### src/rtl/hazard_ctrl.sv
// hazard_ctrl: hazard and sequencing control for a 5-stage pipeline.
// Produces operand forwarding selects for E, load-use stalls and branch flushes.
// Also runs a multi-cycle mul/div FSM that holds F/D/E and bubbles E/M until the op completes.
// Optional feature: define HAZARD_PERF_EN to add the StallCnt/FlushCnt performance counters.
module hazard_ctrl #(
   parameter int unsigned REG_ADDR_WIDTH = 5,
   parameter int unsigned MD_LATENCY     = 4,
   parameter int unsigned CNT_WIDTH      = 32
) (
   input  logic                      clk,
   input  logic                      rst,
   input  logic [REG_ADDR_WIDTH-1:0] Rs1D,
   input  logic [REG_ADDR_WIDTH-1:0] Rs2D,
   input  logic [REG_ADDR_WIDTH-1:0] Rs1E,
   input  logic [REG_ADDR_WIDTH-1:0] Rs2E,
   input  logic [REG_ADDR_WIDTH-1:0] RdE,
   input  logic [REG_ADDR_WIDTH-1:0] RdM,
   input  logic [REG_ADDR_WIDTH-1:0] RdW,
   input  logic                      RegWriteM,
   input  logic                      RegWriteW,
   input  logic                      LoadE,
   input  logic                      PCSrcE,
   input  logic                      MdStartE,
   output logic [1:0]                ForwardAE,
   output logic [1:0]                ForwardBE,
   output logic                      StallF,
   output logic                      StallD,
   output logic                      StallE,
   output logic                      FlushD,
   output logic                      FlushE,
   output logic                      FlushM,
   output logic                      MdBusy
`ifdef HAZARD_PERF_EN
   ,
   output logic [CNT_WIDTH-1:0]      StallCnt,
   output logic [CNT_WIDTH-1:0]      FlushCnt
`endif
);

   // cnt holds the number of BUSY cycles still to run, including the current one
   localparam int unsigned CntW = (MD_LATENCY > 2) ? $clog2(MD_LATENCY - 1) : 1;
   localparam logic [CntW-1:0] LoadVal = CntW'(MD_LATENCY - 2);
   localparam logic [CntW-1:0] LastVal = CntW'(1);

   typedef enum logic [1:0] {StIdle, StBusy, StDone} md_state_e;

   md_state_e           state;
   logic [CntW-1:0]     cnt;
   logic                md_busy_q;
   logic [1:0]          fwd_a;
   logic [1:0]          fwd_b;
   logic                lw_stall;
   logic                md_hold;

   // Mul/div sequencer: the op sits in E for MD_LATENCY cycles, the last one in DONE
   always_ff @(posedge clk) begin
      if (rst) begin
         state     <= StIdle;
         cnt       <= '0;
         md_busy_q <= 1'b0;
      end else begin
         unique case (state)
            StIdle: begin
               if (MdStartE) begin
                  if (MD_LATENCY > 2) begin
                     state     <= StBusy;
                     cnt       <= LoadVal;
                     md_busy_q <= 1'b1;
                  end else begin
                     state <= StDone;
                  end
               end
            end
            StBusy: begin
               if (cnt == LastVal) begin
                  state     <= StDone;
                  cnt       <= '0;
                  md_busy_q <= 1'b0;
               end else begin
                  cnt <= cnt - LastVal;
               end
            end
            // MdStartE is ignored here: the op leaves E on this edge
            StDone: begin
               state     <= StIdle;
               md_busy_q <= 1'b0;
            end
            default: begin
               state     <= StIdle;
               cnt       <= '0;
               md_busy_q <= 1'b0;
            end
         endcase
      end
   end

   // Forwarding selects and hazard terms; M has priority over W, x0 is never forwarded
   always_comb begin
      fwd_a = 2'b00;
      if (RegWriteM && (RdM != '0) && (RdM == Rs1E)) begin
         fwd_a = 2'b10;
      end else if (RegWriteW && (RdW != '0) && (RdW == Rs1E)) begin
         fwd_a = 2'b01;
      end
      fwd_b = 2'b00;
      if (RegWriteM && (RdM != '0) && (RdM == Rs2E)) begin
         fwd_b = 2'b10;
      end else if (RegWriteW && (RdW != '0) && (RdW == Rs2E)) begin
         fwd_b = 2'b01;
      end
      lw_stall = LoadE && (RdE != '0) && ((RdE == Rs1D) || (RdE == Rs2D));
      md_hold  = ((state == StIdle) && MdStartE) || (state == StBusy);
   end

   // Pipeline control outputs; reset forces bubbles everywhere and no stalls
   always_comb begin
      ForwardAE = 2'b00;
      ForwardBE = 2'b00;
      StallF    = 1'b0;
      StallD    = 1'b0;
      StallE    = 1'b0;
      FlushD    = 1'b1;
      FlushE    = 1'b1;
      FlushM    = 1'b1;
      if (!rst) begin
         ForwardAE = fwd_a;
         ForwardBE = fwd_b;
         StallF    = lw_stall | md_hold;
         StallD    = lw_stall | md_hold;
         StallE    = md_hold;
         FlushD    = PCSrcE & ~md_hold;
         // E must keep the mul/div op, so the hold masks the load-use bubble
         FlushE    = (lw_stall | PCSrcE) & ~md_hold;
         FlushM    = md_hold;
      end
   end

   assign MdBusy = md_busy_q;

`ifdef HAZARD_PERF_EN
   // Performance counters, wrapping at 2^CNT_WIDTH
   always_ff @(posedge clk) begin
      if (rst) begin
         StallCnt <= '0;
         FlushCnt <= '0;
      end else begin
         if (StallF) begin
            StallCnt <= StallCnt + 1'b1;
         end
         if (FlushD || FlushE) begin
            FlushCnt <= FlushCnt + 1'b1;
         end
      end
   end
`endif

endmodule
### config.mk
export PLATFORM = sky130hd
export DESIGN_NAME = hazard_ctrl
export DESIGN_NICKNAME = d
export VERILOG_FILES = /design/src/rtl/hazard_ctrl.sv
export SDC_FILE = /design/constraint.sdc
export NUM_CORES = 1
export LEC_CHECK = 0
export CORE_ASPECT_RATIO = 0.8
export CORE_MARGIN = 2
export CORE_UTILIZATION = 30
export CTS_CLUSTER_DIAMETER = 100
export DETAILED_ROUTE_END_ITERATION = 8
export MAX_ROUTING_LAYER = met4
export PLACE_DENSITY = 0.77
export SLEW_MARGIN = 20
export SYNTH_ARGS = -nofsm -noshare
export SYNTH_HDL_FRONTEND = slang
export SYNTH_SLANG_ARGS = --single-unit
### constraint.sdc
create_clock -name clk -period 1.7 [get_ports clk]
set_clock_uncertainty 0.05 [all_clocks]
set_input_delay 0.34 -clock clk [delete_from_list [all_inputs] [get_ports clk]]
set_output_delay 0.34 -clock clk [all_outputs]
set_load 0.005 [all_outputs]
* After elaboration in Yosys (flattened, before gate mapping)
Cells that the tools add are included.
** Storage, ports and cells
- Memories kept :: 0
- Register bits after elaboration :: 5
- Word-level logic and storage cells :: 58
- Bits in read-only memories :: 0
- Bits in writable memories :: 0
- Input bits :: 42
- Output and inout bits :: 11
- Bits in latches :: 0
** Operators by class
- Shifts and indexed selects :: 0
- Equal/unequal tests :: 11
- Bitwise operators :: 6
- Reduce and logical (&&, ||, !) cells :: 17
- Muxes and demuxes :: 20
- Divide/modulo/power cells :: 0
- Add/sub/neg operators :: 1
- Magnitude comparators :: 0
- Multiply operators :: 0
** Operators by type and width (count)
- 5-bit == test :: 6
- 2-bit 2-to-1 mux :: 8
- 5-bit nonzero test :: 3
- 1-bit logical AND :: 9
- 1-bit 2-to-1 mux :: 9
- 2-bit case mux with 3 select lines :: 1
- 2-bit by 1-bit == test with 1-bit output (second input constant) :: 2
- 2-bit inequality test (second input constant) :: 2
- 2-bit case mux with 2 select lines :: 1
- 2-bit AND reduction :: 2
- 1-bit AND :: 2
- 2-bit == test (second input constant) :: 1
- 2-bit zero test :: 1
- 1-bit logical OR :: 2
- 1-bit NOT :: 2
- 1-bit bitwise OR :: 2
- 1-bit case mux with 2 select lines :: 1
- 2-bit by 1-bit subtractor with 2-bit output (second input constant) :: 1

* Longest topological paths before layout
- Word-level depth :: 6
- Gate-level depth with buffers :: 5
- Gate-level depth less buffers :: 5

* Worst setup path before layout
Ideal clock, no wire load.
- Kind :: input to output
- Start point :: in RdM[1]
- End point :: out ForwardAE[0]
- Stages :: 4
- Data arrival time :: 1409 ps
- Data required time :: 1310 ps
- Slack :: -99 ps
- Path buffers :: 0
- Path through :: or4_1 o21ai_2 nor3_1 nor4_2
** On the way
- Cells in the longest elaborated chain, start to end :: 5
- Elaborated cells between the ends (all ways) :: 6
- Classes of those cells :: eq/ne: 1; mux: 2; reduce/logical: 3
** RTL lines
- start, declared :: line 17 : input logic [REG_ADDR_WIDTH-1:0] RdM,
- 5-bit nonzero test :: line 100 : if (RegWriteM && (RdM != '0) && (RdM == Rs1E)) begin
- 1-bit logical AND :: line 100
- 1-bit logical AND * :: line 100
- 2-bit 2-to-1 mux * :: line 100
- 2-bit 2-to-1 mux * :: line 125 : if (!rst) begin
- end, declared :: line 24 : output logic [1:0] ForwardAE,
Every way passes the cells marked *; elsewhere a longest branch is shown, timed or not.

* Worst setup path in the final report
- Start point :: in RdM[2]
- End point :: out ForwardBE[0]
** On the way
- Cells in the longest elaborated chain, start to end :: 5
- Elaborated cells between the ends (all ways) :: 6
- Classes of those cells :: eq/ne: 1; mux: 2; reduce/logical: 3
** RTL lines
- 5-bit nonzero test :: line 106 : if (RegWriteM && (RdM != '0) && (RdM == Rs2E)) begin
- 1-bit logical AND :: line 106
- 1-bit logical AND * :: line 106
- 2-bit 2-to-1 mux * :: line 106
- 2-bit 2-to-1 mux * :: line 125
- end, declared :: line 25 : output logic [1:0] ForwardBE,
Marked as above.

==> impl_metrics.sql <==
INSERT INTO impl_metrics (metric_group, metric, value, unit) VALUES
('clock_tree', 'clock_tree.htree_level_count', '1', ''),
('critical_path', 'startpoint_to_endpoint_class_of_the_critical_path', 'input pin to output port', ''),
('cells_and_area', 'layout-drive-gt1-share', '49.1', '%'),
('hold_path', 'min_path_type', 'flip-flop to flip-flop', ''),
('timing', 'setup_violations', '7', ''),
('placed_design', 'port_buffers', '52', ''),
('floorplanning', 'initial_utilization', '31.6', '%'),
('timing', 'worst_slew_margin_rel', '82.6', '%'),
('logic_synthesis', 'post-synth-top-area-fraction', '25.9', '%'),
('logic_synthesis', 'synth_enable_flop_cells', '0', ''),
('clock_tree', 'clk_pin_slew_worst_paths', '50', 'ps'),
('clock_tree', 'cts-buffers-inserted', '3', ''),
('floorplanning', 'die_h', '46.4', 'um'),
('timing', 'final.setup.tns', '-1500', 'ps'),
('global_routing', 'grt_max_degree', '11', ''),
('logic_synthesis', 'ys_ff_latch', '5', ''),
('cells_and_area', 'post-route-util', '69.4', '%'),
('clock_tree', 'numClockSinks', '5', ''),
('global_routing', 'grt_antenna_before_repair', '0', ''),
('clock_tree', 'cts-root-to-sink-buffers', '2', ''),
('global_routing', 'grt_pass1_wl', '3940', 'um'),
('timing', 'fin_crit_sh', '123', '%'),
('run', 'cap_viol_max_count', '0', ''),
('logic_synthesis', 'area_of_the_mapped_netlist', '676', 'sq um'),
('timing', 'final-max-slew-violation-count', '0', ''),
('cells_and_area', 'fillCellCount', '181', ''),
('critical_path', 'critical_path.startpoint_type', 'input pin', ''),
('logic_synthesis', 'post-synth-top-count-cell', 'xor2_1', ''),
('timing', 'worst_slew_pin_slew', '258', 'ps'),
('timing', 'postLayoutSetupSlackWorst', '-394', 'ps'),
('pwr', 'powerDensity', '423', 'nW/um^2'),
('cells_and_area', 'finalInstanceArea', '1490', 'sq um'),
('floorplanning', 'core-area', '2140', 'sq um'),
('global_routing', 'overflow', '0', ''),
('critical_path', 'endpoint_arrival_time_on_the_critical_path', '1700', 'ps'),
('global_routing', 'global_route.usage.total', '20.6', '%'),
('clock_tree', 'cts-hold-fix-buffers', '0', ''),
('logic_synthesis', 'ys_dominant_reg_cell', 'dfxtp_1', ''),
('detailed_routing', 'drt_first_pass_iters', '4', ''),
('floorplanning', 'std_cell_rows', '15', ''),
('timing', 'rsz0062_at_grt', 'yes', ''),
('logic_synthesis', 'ys_top_cells_by_count', 'xor2_1, xnor2_1, nor2_1, nor3_1', ''),
('critical_path', 'worst_setup_path_end_kind', 'output port', ''),
('placed_design', 'place.gp.congestion', '0.897', ''),
('detailed_routing', 'drt-vias-per-instance', '5.19', ''),
('timing', 'clock.fmax', '0.478', 'GHz'),
('pwr', 'max-vdd-ir-drop', '324', 'uV'),
('cells_and_area', 'synthToLayoutAreaGrowth', '120', '%'),
('floorplanning', 'die_area', '2650', 'sq um'),
('clock_tree', 'clock_tree_root_buffer_cell', 'clkbuf_4', ''),
('critical_path', 'path_max_fanout', '4', ''),
('floorplanning', 'die-width', '57.1', 'um'),
('logic_synthesis', 'netlist-cell-type-count', '26', ''),
('clock_tree', 'clk_latency', '250', 'ps'),
('logic_synthesis', 'synth.largest_area_cell', 'xor2_1', ''),
('placed_design', 'hpwl', '1990', 'um'),
('logic_synthesis', 'asyncSetResetFlopFracSynth', '0', '%'),
('timing', 'hold_viol_final', '0', ''),
('logic_synthesis', 'per_instance_average_area_after_synthesis', '7.68', 'sq um'),
('clock_tree', 'cts_tree', 'done', ''),
('cells_and_area', 'fin_nets', '209', ''),
('detailed_routing', 'num_vias', '987', ''),
('critical_path', 'worst_ep_required_time', '1310', 'ps'),
('pwr', 'p_leak', '0.675', 'nW'),
('logic_synthesis', 'yosysSeqAreaShare', '14.8', '%'),
('cells_and_area', 'ant_diodes', '0', ''),
('detailed_routing', 'initialDrtViolationCount', '23', ''),
('detailed_routing', 'wl', '2690', 'um'),
('detailed_routing', 'count_of_unresolved_drc_violations_after_routing', '0', ''),
('detailed_routing', 'wire_per_inst', '14.1', 'um'),
('logic_synthesis', 'yosys-top-cells-area', 'xor2_1, dfxtp_1, xnor2_1, or4_1, nor3_1', ''),
('logic_synthesis', 'postSynthNetCount', '131', ''),
('run_status', 'run_status', 'complete, but fails checks', ''),
('global_routing', 'vias_in_the_first_global_route', '962', ''),
('logic_synthesis', 'yosysWarningCount', '0', ''),
('floorplanning', 'pin_count', '53', ''),
('placed_design', 'placement.cell_area', '1350', 'sq um'),
('placed_design', 'placement.setup.worst_slack', '-1060', 'ps'),
('detailed_routing', 'ant_nets', '0', ''),
('run_status', 'failed_checks', 'setup timing', ''),
('logic_synthesis', 'post_synth_inst_count', '88', ''),
('timing', 'final_period_minus_worst_setup_slack', '2090', 'ps');
==> layout by cell type, fill, tap and decap left out, drive strengths merged, types with 4 or more instances in the layout <==
cell type / n
buf: 46
xor2: 20
dlygate4sd2: 12
xnor2: 10
clkbuf: 9
nor2: 7
clkdlybuf4s50: 6
nor4: 6
nor3: 6
dfxtp: 5
or4: 5
inv: 5
clkdlybuf4s15: 5
o21ai: 4
==> per-stage QoR <==
stage | std cells | hold slack (ps) | total power (W)
CTS | 188 | 457 | 0.000607
detailed placement | 181 | 446 | 0.000454
floorplan | 88 | 409 | 0.000253
finish | 190 | 456 | 0.000628
global placement | 181 | 425 | 0.000445
global route | 190 | 478 | 0.000672
==> registers in the layout, summed over array words and instances, names as in the netlist <==
| signal | cells |
|---|---|
| MdBusy | 1 |
| cnt | 2 |
| state | 2 |
==> critical path: stages <==
cell     delay, ps
buf_6           90
or4_4          540
o21ai_4        260
buf_6          140
nor3_4          30
nor4_2         140
buf_2          150
==> layer usage <==
| layer | routed length, um | vias up | part of all wire, % | GRT usage, % |
|---|---|---|---|---|
| met5 | 0 | - | 0 | - |
| met4 | 58 | 0 | 2.2 | 7.91 |
| met3 | 275 | 10 | 10 | 7.30 |
| met2 | 1410 | 64 | 53 | 40.5 |
| met1 | 940 | 444 | 35 | 18.6 |
| li1 | - | 469 | - | - |
==> path summary, 6_finish.rpt <==
kind / startpoint / to / slack (ps) / cells after the start
max: RdM[2] / ForwardBE[0] / -390 / 7
max reg2reg: cnt[1] / cnt[1] / 550 / 5
min: cnt[1] / cnt[1] / 460 / 2
min reg2reg: cnt[1] / cnt[1] / 460 / 2
==> area by class of cell <==
cell class	count	area, sq um	area share [%]
Timing Repair Buffer	75	618	41.6
Clock buffer	4	26.3	1.77
Sequential cell	5	101	6.82
Tap cell	25	31.3	2.11
Inverter	5	18.8	1.26
Multi-Input combinational cell	76	689	46.4
==> timing repair <==
action	in CTS	in global routing
hold endpoints to repair	0	0
setup endpoints to repair	10	9
pin swaps	25	16
setup buffers	3	2
resized for setup	140	40
==> power breakdown <==
group | internal (W) | total (W) | switching, W
registers | 0.000129 | 0.000136 | 0.00000750
logic | 0.000193 | 0.000349 | 0.000156
clock network | 0.0000891 | 0.000142 | 0.0000533
==> cell families after synthesis <==
group	share of synthesized area (%)
simple gates	27.6
flops	14.8
xor+xnor	38.9
buf+inv	4.44
compound gates	12.4
fa+ha+maj	1.85
No activity file was read; power rests on OpenSTA's default activity.
